$ cat config.mk
export PLATFORM = sky130hd
export DESIGN_NAME = div_unit_flat
export DESIGN_NICKNAME = d
export VERILOG_FILES = /design/src/rtl/div_unit_if.sv /design/src/rtl/div_unit.sv /design/src/flat_wrapper.sv
export SDC_FILE = /design/constraint.sdc
export NUM_CORES = 1
export LEC_CHECK = 0
export CAP_MARGIN = 0
export CORE_UTILIZATION = 30
export CTS_CLUSTER_DIAMETER = 120
export DETAILED_ROUTE_END_ITERATION = 10
export GPL_ROUTABILITY_DRIVEN = 0
export GPL_TIMING_DRIVEN = 0
export MAX_ROUTING_LAYER = met4
export PLACE_DENSITY_LB_ADDON = 0.2
export SKIP_CTS_REPAIR_TIMING = 1
export SYNTH_ARGS = -nofsm -noshare
export SYNTH_HDL_FRONTEND = slang
export SYNTH_SLANG_ARGS = --single-unit
$ cat constraint.sdc
create_clock -name clk -period 2.7 [get_ports clk]
set_clock_uncertainty 0.1 [all_clocks]
set_input_delay 0.27 -clock clk [delete_from_list [all_inputs] [get_ports clk]]
set_output_delay 0.27 -clock clk [all_outputs]
set_load 0.005 [all_outputs]
$ cat src/rtl/div_unit_if.sv
// Request/response bundle for div_unit: operands and destination go in,
// busy/done/result/rd_out come back toward the register unit.
interface div_unit_if;
   logic        start;
   logic [2:0]  funct3;
   logic [31:0] a;
   logic [31:0] b;
   logic [4:0]  rd_in;
   logic        busy;
   logic        done;
   logic [31:0] result;
   logic [4:0]  rd_out;

   modport master (
      output start, funct3, a, b, rd_in,
      input  busy, done, result, rd_out
   );

   modport slave (
      input  start, funct3, a, b, rd_in,
      output busy, done, result, rd_out
   );
endinterface

$ cat src/rtl/div_unit.sv
// div_unit: 32-bit iterative divider for DIV/DIVU/REM/REMU.
// Fixed latency: request accepted at E0, done visible after E33.
// Radix-2 restoring division on operand magnitudes, followed by one
// sign-correction/select cycle.
module div_unit (
   input  logic      clk,
   input  logic      rst,
   div_unit_if.slave bus
);

   typedef enum logic [1:0] {
      S_IDLE,
      S_CALC,
      S_SIGN,
      S_DONE
   } state_t;

   state_t      r_state;
   state_t      w_state_nxt;

   logic [4:0]  r_cnt;
   logic [31:0] r_quo;
   logic [31:0] r_rem;
   logic [31:0] r_div;
   logic        r_rem_sel;
   logic        r_a_neg;
   logic        r_b_neg;
   logic        r_b_zero;
   logic [4:0]  r_rd;
   logic [31:0] r_result;
   logic [4:0]  r_rd_out;

   logic        w_accept;
   logic        w_signed_in;
   logic [31:0] w_a_mag;
   logic [31:0] w_b_mag;
   logic [32:0] w_shift;
   logic        w_ge;
   logic [31:0] w_rem_step;
   logic [31:0] w_quo_fix;
   logic [31:0] w_rem_fix;
   logic [31:0] w_final;
   logic        w_busy;
   logic        w_done;

   // Request acceptance and operand magnitudes (only M-extension divide ops).
   always_comb begin
      w_accept    = (r_state == S_IDLE) && bus.start && bus.funct3[2];
      w_signed_in = ~bus.funct3[0];
      w_a_mag     = (w_signed_in && bus.a[31]) ? (~bus.a + 32'd1) : bus.a;
      w_b_mag     = (w_signed_in && bus.b[31]) ? (~bus.b + 32'd1) : bus.b;
   end

   // One restoring step: shift in the next dividend bit, subtract if it fits.
   always_comb begin
      w_shift    = {r_rem, r_quo[31]};
      w_ge       = (w_shift >= {1'b0, r_div});
      w_rem_step = w_ge ? (w_shift[31:0] - r_div) : w_shift[31:0];
   end

   // Sign correction and quotient/remainder select.
   // A zero divisor leaves the quotient magnitude at all ones and the
   // remainder at |a|; the quotient is forced so a negative dividend is not
   // negated, while the remainder sign fix already restores a.
   always_comb begin
      w_quo_fix = (r_a_neg ^ r_b_neg) ? (~r_quo + 32'd1) : r_quo;
      w_rem_fix = r_a_neg ? (~r_rem + 32'd1) : r_rem;
      if (r_rem_sel) begin
         w_final = w_rem_fix;
      end else if (r_b_zero) begin
         w_final = '1;
      end else begin
         w_final = w_quo_fix;
      end
   end

   // State register.
   always_ff @(posedge clk) begin
      if (rst) begin
         r_state <= S_IDLE;
      end else begin
         r_state <= w_state_nxt;
      end
   end

   // Next-state and status outputs.
   always_comb begin
      w_state_nxt = r_state;
      w_busy      = 1'b0;
      w_done      = 1'b0;
      case (r_state)
         S_IDLE: begin
            if (w_accept) begin
               w_state_nxt = S_CALC;
            end
         end
         S_CALC: begin
            w_busy = 1'b1;
            if (r_cnt == 5'd31) begin
               w_state_nxt = S_SIGN;
            end
         end
         S_SIGN: begin
            w_busy      = 1'b1;
            w_state_nxt = S_DONE;
         end
         S_DONE: begin
            w_busy      = 1'b1;
            w_done      = 1'b1;
            w_state_nxt = S_IDLE;
         end
         default: begin
            w_state_nxt = S_IDLE;
         end
      endcase
   end

   // Datapath: operand latch, iteration, and result register.
   always_ff @(posedge clk) begin
      if (rst) begin
         r_cnt     <= '0;
         r_quo     <= '0;
         r_rem     <= '0;
         r_div     <= '0;
         r_rem_sel <= 1'b0;
         r_a_neg   <= 1'b0;
         r_b_neg   <= 1'b0;
         r_b_zero  <= 1'b0;
         r_rd      <= '0;
         r_result  <= '0;
         r_rd_out  <= '0;
      end else begin
         case (r_state)
            S_IDLE: begin
               if (w_accept) begin
                  r_cnt     <= '0;
                  r_quo     <= w_a_mag;
                  r_rem     <= '0;
                  r_div     <= w_b_mag;
                  r_rem_sel <= bus.funct3[1];
                  r_a_neg   <= w_signed_in && bus.a[31];
                  r_b_neg   <= w_signed_in && bus.b[31];
                  r_b_zero  <= (bus.b == '0);
                  r_rd      <= bus.rd_in;
               end
            end
            S_CALC: begin
               r_rem <= w_rem_step;
               r_quo <= {r_quo[30:0], w_ge};
               r_cnt <= r_cnt + 5'd1;
            end
            S_SIGN: begin
               r_result <= w_final;
               r_rd_out <= r_rd;
            end
            default: begin
            end
         endcase
      end
   end

   assign bus.busy   = w_busy;
   assign bus.done   = w_done;
   assign bus.result = r_result;
   assign bus.rd_out = r_rd_out;

endmodule

$ cat src/flat_wrapper.sv
// flat-port wrapper written by rule: the top's interface ports become plain ports
module div_unit_flat 
  (clk, rst, bus_start, bus_funct3, bus_a, bus_b, bus_rd_in, bus_busy, bus_done, bus_result, bus_rd_out);
  div_unit_if bus_i ();
  input  logic clk;
  input  logic rst;
  input wire logic [$bits(bus_i.start)-1:0] bus_start;
  input wire logic [$bits(bus_i.funct3)-1:0] bus_funct3;
  input wire logic [$bits(bus_i.a)-1:0] bus_a;
  input wire logic [$bits(bus_i.b)-1:0] bus_b;
  input wire logic [$bits(bus_i.rd_in)-1:0] bus_rd_in;
  output wire logic [$bits(bus_i.busy)-1:0] bus_busy;
  output wire logic [$bits(bus_i.done)-1:0] bus_done;
  output wire logic [$bits(bus_i.result)-1:0] bus_result;
  output wire logic [$bits(bus_i.rd_out)-1:0] bus_rd_out;
  assign bus_i.start = bus_start;
  assign bus_i.funct3 = bus_funct3;
  assign bus_i.a = bus_a;
  assign bus_i.b = bus_b;
  assign bus_i.rd_in = bus_rd_in;
  assign bus_busy = bus_i.busy;
  assign bus_done = bus_i.done;
  assign bus_result = bus_i.result;
  assign bus_rd_out = bus_i.rd_out;
  div_unit u_core (.clk(clk), .rst(rst), .bus(bus_i));
endmodule
After elaboration in Yosys (flattened, before gate mapping)
Cells that the tools add are included.
Storage, ports and cells
  register bits: 149
  output and inout port bits: 39
  input port bits: 75
  logic and storage cells: 60
Cells by class
  equality and inequality tests: 6
  magnitude comparators: 1
  $add $sub $neg: 6
  reduce and logical (&&, ||, !) cells: 11
  bitwise gates (word level): 6
  mux-type cells: 18
Operators by type and width (count)
  $mux 32: 9
  $add 32x1->32 const B: 4
  $not 32->32: 4
  $pmux 32 s2: 2
  $ge 33x32->1: 1
  $logic_not 32->1: 1
  $sub 32x32->32: 1
  $pmux 5 s2: 1
  $pmux 2 s4: 1
  $reduce_and 2->1: 3
  $add 5x1->5 const B: 1
  $eq 5x5->1 const B: 1
  $mux 5: 1
  $eq 2x2->1 const B: 2
  $logic_and 1x1->1: 4
  $mux 2: 2
  $ne 2x1->1 const B: 2
  $reduce_or 3->1: 1
  $eq 2x1->1 const B: 1
  $logic_not 2->1: 1
  $mux 1: 2
  $reduce_bool 2->1: 1
  $not 1->1: 1
  $xor 1x1->1: 1

Longest topological paths before layout
Gate-level depths: netlist of run 1.
  depth after elaboration: 5
  gate-level depth with buffers: 13
  mapped depth without buffers: 13

Least setup slack after synthesis of run 1
Ideal clock, no wire load.
  kind: reg2reg
  start: register u_core.r_quo[31]
  end: register u_core.r_rem[28]
  data arrival time: 2.733 ns
  stages on the path, launching flop included: 14
  data required time: 2.483 ns
  path slack: -0.249 ns
  setup time: 0.117 ns
  clock period less this slack: 2.949 ns
  buffers on the path: 0
  cell sequence: dfxtp_1 -> inv_1 -> ha_1 -> inv_1 -> fa_1 -> a21o_1 -> a221oi_1 -> o21ai_0 -> a221oi_1 -> o31ai_1 -> a21oi_1 -> xor2_1 -> a21oi_1 -> a22o_1
Between the ends
  longest elaborated chain between the ends: 3
  elaborated cells between the ends (all ways): 4
  those cells by class: add/sub: 1; order compare: 1; mux: 2
RTL lines
  start: declaration: RTL line div_unit.sv:22  | logic [31:0] r_quo;
  start signal: assignment: RTL line div_unit.sv:137  | r_quo <= w_a_mag;
  start signal: assignment: RTL line div_unit.sv:149  | r_quo <= {r_quo[30:0], w_ge};
  $sub 32x32->32 / $ge 33x32->1 (equally long branches): RTL line div_unit.sv:58, div_unit.sv:57
  $mux 32 (*): RTL line div_unit.sv:58  | w_rem_step = w_ge ? (w_shift[31:0] - r_div) : w_shift[31:0];
  $pmux 32 s2 (*): RTL line div_unit.sv:133  | case (r_state)
  end signal: assignment: RTL line div_unit.sv:148  | r_rem <= w_rem_step;
  end: declaration: RTL line div_unit.sv:23  | logic [31:0] r_rem;
Every way passes the cells marked *; elsewhere a longest branch is shown, timed or not.
A chain may end at the register's enable or synchronous reset.

Final worst setup path of run 1
  start: register u_core.r_div[0]
  end: register u_core.r_rem[28]
Between the ends
  longest elaborated chain between the ends: 3
  elaborated cells between the ends (all ways): 4
  those cells by class: add/sub: 1; order compare: 1; mux: 2
RTL lines
  start: declaration: RTL line div_unit.sv:24  | logic [31:0] r_div;
  start signal: assignment: RTL line div_unit.sv:139  | r_div <= w_b_mag;
  $sub 32x32->32 / $ge 33x32->1 (equally long branches): RTL line div_unit.sv:58, div_unit.sv:57
  $mux 32 (*): RTL line div_unit.sv:58
  $pmux 32 s2 (*): RTL line div_unit.sv:133
Marks and branches as above.

==> results of run 1 <==
cells by family (layout without fill, tap and decap cells):
logic type / Yosys count / in the layout / share of synthesized area, %
AND/OR/NAND/NOR: 506 / 506 / 22.80
multiplexers: 9 / 9 / 0.8637
buffers and inverters: 151 / 341 / 5.602
XOR/XNOR: 138 / 138 / 11.59
adder cells (fa/ha/maj): 44 / 44 / 5.350
flip-flops: 149 / 149 / 28.60
AO/OA/AOI/OAI: 404 / 404 / 25.20
layout make-up:
type                    count  area, sq um  area share, %
plain buffers              82        424.2          2.991
clock buffers              17        425.4          3.000
clock inverters            15        207.7          1.465
inverters                  61        234.0          1.650
multi-input cells        1101         7680          54.16
flip-flops and latches    149         3038          21.42
well taps                 448        560.5          3.953
repair buffers            166         1610          11.36
power by group through the flow:
| stage | combinational, mW | sequential [mW] | clock, mW |
|---|---|---|---|
| after floorplan | 3.03 | 2.73 | 0 |
| after global placement | 4.20 | 2.83 | 0 |
| after detailed placement | 4.23 | 2.84 | 0 |
| after CTS | 4.26 | 2.79 | 2.64 |
| after global routing | 6.01 | 2.86 | 2.74 |
| final | 5.54 | 2.81 | 2.60 |
metrics by stage:
step                      setup slack, ns  setup TNS, ns  std cells  cell area (sq um)  total power [mW]
after detailed placement          -0.9036         -42.41       1961              12160             7.073
after global routing              -0.3831         -10.40       2039              14180             11.61
after floorplan                  -0.01514       -0.01514       1401              10480             5.753
after global placement            -0.8701         -40.20       1961              12160             7.034
final                             -0.3009         -6.226       2039              14180             10.96
after CTS                         -0.7720         -30.29       1993              12790             9.683
synth_stat cells, types with 4 or more instances:
library cell	instances	area, sq um
xor2_1	78	683.2
a311oi_1	4	35.03
a21oi_1	139	695.7
nor3_1	14	70.07
mux2i_1	9	90.09
a31oi_1	18	112.6
nor3b_1	4	30.03
nand2b_1	6	37.54
o41ai_1	12	105.1
a32o_1	7	70.07
nand2_1	186	698.2
nand4_1	11	68.82
nand3_1	68	340.3
a21o_1	17	127.6
buf_2	8	40.04
nor2_1	136	510.5
inv_1	60	225.2
a221oi_1	23	201.4
clkbuf_1	78	292.8
o211ai_1	11	82.58
and3_1	9	56.30
and2_1	4	25.02
nor2b_1	6	37.54
or4_1	10	75.07
a211oi_1	28	210.2
ha_1	43	538.0
o21ai_0	71	355.3
xnor2_1	60	525.5
a22o_1	10	87.58
o21a_1	5	37.54
or3_1	16	100.1
nor4_1	9	56.30
dfxtp_1	149	2983
o31ai_1	26	195.2
or2_2	6	37.54
sequential cells by signal (all words and copies together), names as in the netlist:
name               count
u_core.bus.rd_out      5
u_core.bus.result     32
u_core.r_a_neg         1
u_core.r_b_neg         1
u_core.r_b_zero        1
u_core.r_cnt           5
u_core.r_div          32
u_core.r_quo          32
u_core.r_rd            5
u_core.r_rem          32
u_core.r_rem_sel       1
u_core.r_state         2
routing by layer:
metal	vias up	global-route usage, %	share of wire, %
li1	5368	-	-
met1	5198	29.34	50
met2	283	30.91	44
met3	37	3.185	4.8
met4	0	4.746	1.6
met5	-	-	0
tightest hold or removal path, cell delays in order:
cell and delay (ns):
dlymetal6s2s_1 0.15, xor2_1 0.16, a211oi_1 0.08
path summary, 6_finish.rpt:
path / to / slack, ns / depth (start not counted)
max: u_core.r_rem[28] / -0.30 / 13
min: u_core.r_div[10] / 0.17 / 3
max reg2reg: u_core.r_rem[28] / -0.30 / 13
min reg2reg: u_core.r_div[31] / 0.35 / 2
==> impl_metrics.yaml, run 1 <==
run_status:
  run_status: "finished with violations"
  violations: "setup timing"
clock_tree:
  cts_inserted_buffers: 17
  clock_sinks: 149
  max-clock-path-buffers: 2
  clock-root-buffer: "clkbuf_16"
  htreeDepth: 4
  clkSlewWorstSetupHoldPaths_ns: 0.07
  worstSkewPairLatency_ns: 0.44
  cts_tree: "built"
routing:
  drt_pass1_iterations: 5
  ant_nets: 0
  vias: 10890
  viasPerCell: 5.339
  remaining_drc_errors: 0
  drt-total-wl_um: 36850
  routedWlPerCell_um: 18.07
  drtIter0Drc: 792
floorplan:
  ios: 114
  std_cell_rows: 67
  die_area_sq_mm: 0.03552
  fp.dieW_um: 188.5
  die_y_um: 188.5
  core_sq_mm: 0.03387
  initial_core_util_pct: 30.80
synth:
  ys_seq_area_share_pct: 28.60
  yosysWarnings: 0
  syn_nets: 1520
  yosysUniqueCellTypes: 71
  synth_area_per_cell_sq_um: 7.446
  synth_cells: 1401
  synthArstFlopShare_pct: 0
  netlist_area_sq_mm: 0.01043
  ys_ff_latch: 149
  ys.flop_type: "dfxtp_1"
  synth_edf_count: 0
global_routing:
  grt_pass1_wl_um: 56640
  grt_pass1_vias: 10060
  grt_overflow: 0
  antenna_found_initial: 0
  grt_max_degree: 18
  grt_usage_pct: 20.79
setup_path:
  critical_path.max_stage_delay_ns: 0.41
  crit_fanout: 3
  r2r_start: "u_core.r_div[0]"
  crit_required_ns: 2.93
  cp.arrival_ns: 3.23
  timing.critical_path.from: "u_core.r_div[0]"
  end_kind: "flop"
  critPathKind: "flop to flop"
  setup.worst_path.start_class: "flop"
  cp_top_family: "compound AO/OA/AOI/OAI gates"
  critPathBufInv: 2
  slowest_stage: "dfxtp_2"
  crit_chain: "ha_4, inv_2, fa_2, a21o_1, a221oi_4, buf_6, o21ai_4, a221oi_4, o31ai_2, a21oi_1, xor2_1, a21oi_1, a22o_1"
sta:
  maxSlewViolCount: 0
  relSlewSlack_pct: 47.91
  timing_hold_violations_final: 0
  finalSetupViolCount: 40
  finalCritPeriodShare_pct: 111.1
  rsz0062_at_grt: "true"
  fmax_mhz: 333.2
  period_minus_slack_ns: 3.001
  tightest_slew_ns: 0.7813
  worst_slack_ns: -0.3009
  holdWs_ns: 0.1659
pwr:
  ir_worst_vdd_uv: 518.1
  switching_share_pct: 42.46
  combinationalPowerShare_pct: 50.6
  p_switching_mw: 4.653
  intPower_mw: 6.304
  clkPwrFrac_pct: 23.8
  power_leakage_nw: 5.278
  seqPwrFrac_pct: 25.7
  p_per_area_mw_per_mm2: 772.7
final_layout:
  layout_commonest_cell: "nand2_1"
  final_util_pct: 41.87
  fin_nets: 1697
  fillers: 3473
  syn_to_final_growth_pct: 35.94
  drive_above_1_share_pct: 17.54
  mostFrequentLayoutCells: "nand2_1, nor2_1, a21oi_1"
  num_antenna_cells: 0
worst_hold_path:
  hp-start: "bus_b[10]"
  holdCritPathClass: "input port to flop"
job:
  maxCapViolations: 0
placed_design:
  dp_hpwl_um: 28240
  port-buffer-count: 112
Power figures use the tool's default switching activity.
==> run 2, diff against run 1 <==
Settings changed: ABC_AREA set to 1, SLEW_MARGIN set to 0.
==> impl_metrics.yaml, run 2 <==
floorplan:
  die_y_um: 206.6
  std_cell_rows: 74
  initial_core_util_pct: 30.60
  ios: 114
  die_area_sq_mm: 0.04266
  core_sq_mm: 0.04102
  fp.dieW_um: 206.6
global_routing:
  antenna_found_initial: 0
  grt_pass1_vias: 13360
  grt_usage_pct: 24.34
  grt_overflow: 0
  grt_max_degree: 17
  grt_pass1_wl_um: 76120
routing:
  drt-total-wl_um: 50070
  vias: 14520
  viasPerCell: 5.062
  drt_pass1_iterations: 9
  remaining_drc_errors: 4
  drtIter0Drc: 1315
  ant_nets: 0
  routedWlPerCell_um: 17.45
final_layout:
  final_util_pct: 36.61
  syn_to_final_growth_pct: 19.63
  final_cells: 2869
  fillers: 4593
  mostFrequentLayoutCells: "nand2_1, inv_1, nand3_1"
  fin_nets: 2443
  layout_commonest_cell: "nand2_1"
  num_antenna_cells: 0
  stdcell_area_sq_mm: 0.01502
  drive_above_1_share_pct: 4.964
setup_path:
  crit_required_ns: 2.89
  slowest_stage: "ha_2"
  setup.worst_path.start_class: "flop"
  cp.arrival_ns: 2.81
  crit_chain: "inv_1, ha_2, nand2_2, nor2_2, nand2_1, nor2_1, nand2_2, nor2_4, nor2_4, nand2_4, buf_6, nand3_1, nand2_1, a21oi_1"
  critPathBufInv: 2
  critical_path.max_stage_delay_ns: 0.44
  timing.critical_path.from: "u_core.r_div[24]"
  r2r_start: "u_core.r_div[24]"
  critPathKind: "flop to flop"
  crit_fanout: 10
  end_kind: "flop"
  cp_top_family: "simple AND/OR/NAND/NOR gates"
synth:
  synth_cells: 2192
  yosysTopAreaCellShare_pct: 23.76
  ys_ff_latch: 149
  yosysUniqueCellTypes: 43
  yosys.area.top_type: "dfxtp_1"
  synth_edf_count: 0
  yosysMostFrequentCell: "nand2_1"
  ys.flop_type: "dfxtp_1"
  syn_nets: 2311
  netlist_area_sq_mm: 0.01255
  synthArstFlopShare_pct: 0
  ys_seq_area_share_pct: 23.76
  yosysWarnings: 0
  synth_area_leaders: "dfxtp_1, nand2_1, inv_1, nand3_1, a21oi_1"
  synthTopCellsByCount: "nand2_1, inv_1, nand3_1"
  synth_area_per_cell_sq_um: 5.726
clock_tree:
  worstSkewPairLatency_ns: 0.45
  cts_inserted_buffers: 17
  cts_tree: "built"
  htreeDepth: 4
  max-clock-path-buffers: 2
  clock_sinks: 149
  clock-root-buffer: "clkbuf_16"
  clkSlewWorstSetupHoldPaths_ns: 0.06
placed_design:
  dp_hpwl_um: 41480
  placed_area_sq_mm: 0.01435
  port-buffer-count: 113
  place_inst: 2837
pwr:
  ir_worst_vdd_uv: 513.1
  power_leakage_nw: 7.026
  p_per_area_mw_per_mm2: 1159
run_status:
  violations: "DRC"
  run_status: "finished with violations"
job:
  maxCapViolations: 0
sta:
  rsz0062_at_grt: "false"
  holdWs_ns: 0.2911
  maxSlewViolCount: 0
  fmax_mhz: 381.7
  finalSetupViolCount: 0
  finalCritPeriodShare_pct: 97.03
  period_minus_slack_ns: 2.620
  timing_hold_violations_final: 0
  setup-tns-final_ns: 0
  tightest_slew_ns: 0.8833
  relSlewSlack_pct: 41.12
worst_hold_path:
  hp-start: "bus_rd_in[0]"
  holdCritPathClass: "input port to flop"
-- run 2: final cells by class --
type | count | area (sq um) | area share [%]
clock buffer | 19 | 442.9 | 2.950
multi-input combinational | 1637 | 8058 | 53.66
buffer | 81 | 365.4 | 2.433
tap | 532 | 665.6 | 4.433
inverter | 325 | 1220 | 8.124
clock inverter | 13 | 147.6 | 0.9833
timing repair buffer | 113 | 1131 | 7.533
sequential | 149 | 2985 | 19.88
-- run 2: stage by stage --
stage                     worst slack [ns]  total power, mW
final                              0.08025            17.40
after global routing             0.0002143            18.99
after CTS                         -0.01074            17.18
after detailed placement           -0.1299            14.69
after global placement             -0.1304            14.63
after floorplan                     0.7064            11.10
-- run 2: logic make-up (layout without fill, tap and decap cells) --
group | count (synthesis) | count (layout) | share of synthesized area, %
DFF | 149 | 149 | 23.76
buffers and inverters | 406 | 551 | 12.60
xor gates and xnor gates | 51 | 51 | 3.559
adders and majority gates | 44 | 44 | 4.446
AOI/OAI and AO/OA | 405 | 405 | 17.37
and+or+nand+nor | 1137 | 1137 | 38.26
-- run 2: power by group --
group | internal [mW] | switching, mW | leakage (nW)
Combinational | 3.96 | 7.66 | 5.53
Clock | 1.40 | 1.05 | 0.277
Sequential | 2.73 | 0.602 | 1.22
Total | 8.09 | 9.31 | 7.03
-- run 2: worst reg2reg max path: cells and delay by family (launching register included) --
family,cells,cell delay (ns)
AO/OA/AOI/OAI,1,0.06
adder cells (fa/ha/maj),1,0.45
AND/OR/NAND/NOR,10,1.23
flip-flops,1,0.31
buffers and inverters,2,0.32
-- run 2: path summary, 6_finish.rpt --
check | endpoint | slack, ns | depth (start not counted)
worst max-delay path | u_core.r_rem[26] | 0.08 | 14
worst min-delay path | u_core.r_rd[0] | 0.29 | 3
worst max register to register | u_core.r_rem[26] | 0.08 | 14
worst min register to register | u_core.bus.result[25] | 0.37 | 2
-- run 2: metal layers --
metal / vias up / track usage, % / wire length [um]
met1: 6654 / 33.67 / 24080
met2: 473 / 37.27 / 22000
met3: 50 / 2.622 / 2936
met4: 0 / 6.723 / 1050
li1: 7346 / - / -
met5: - / - / 0
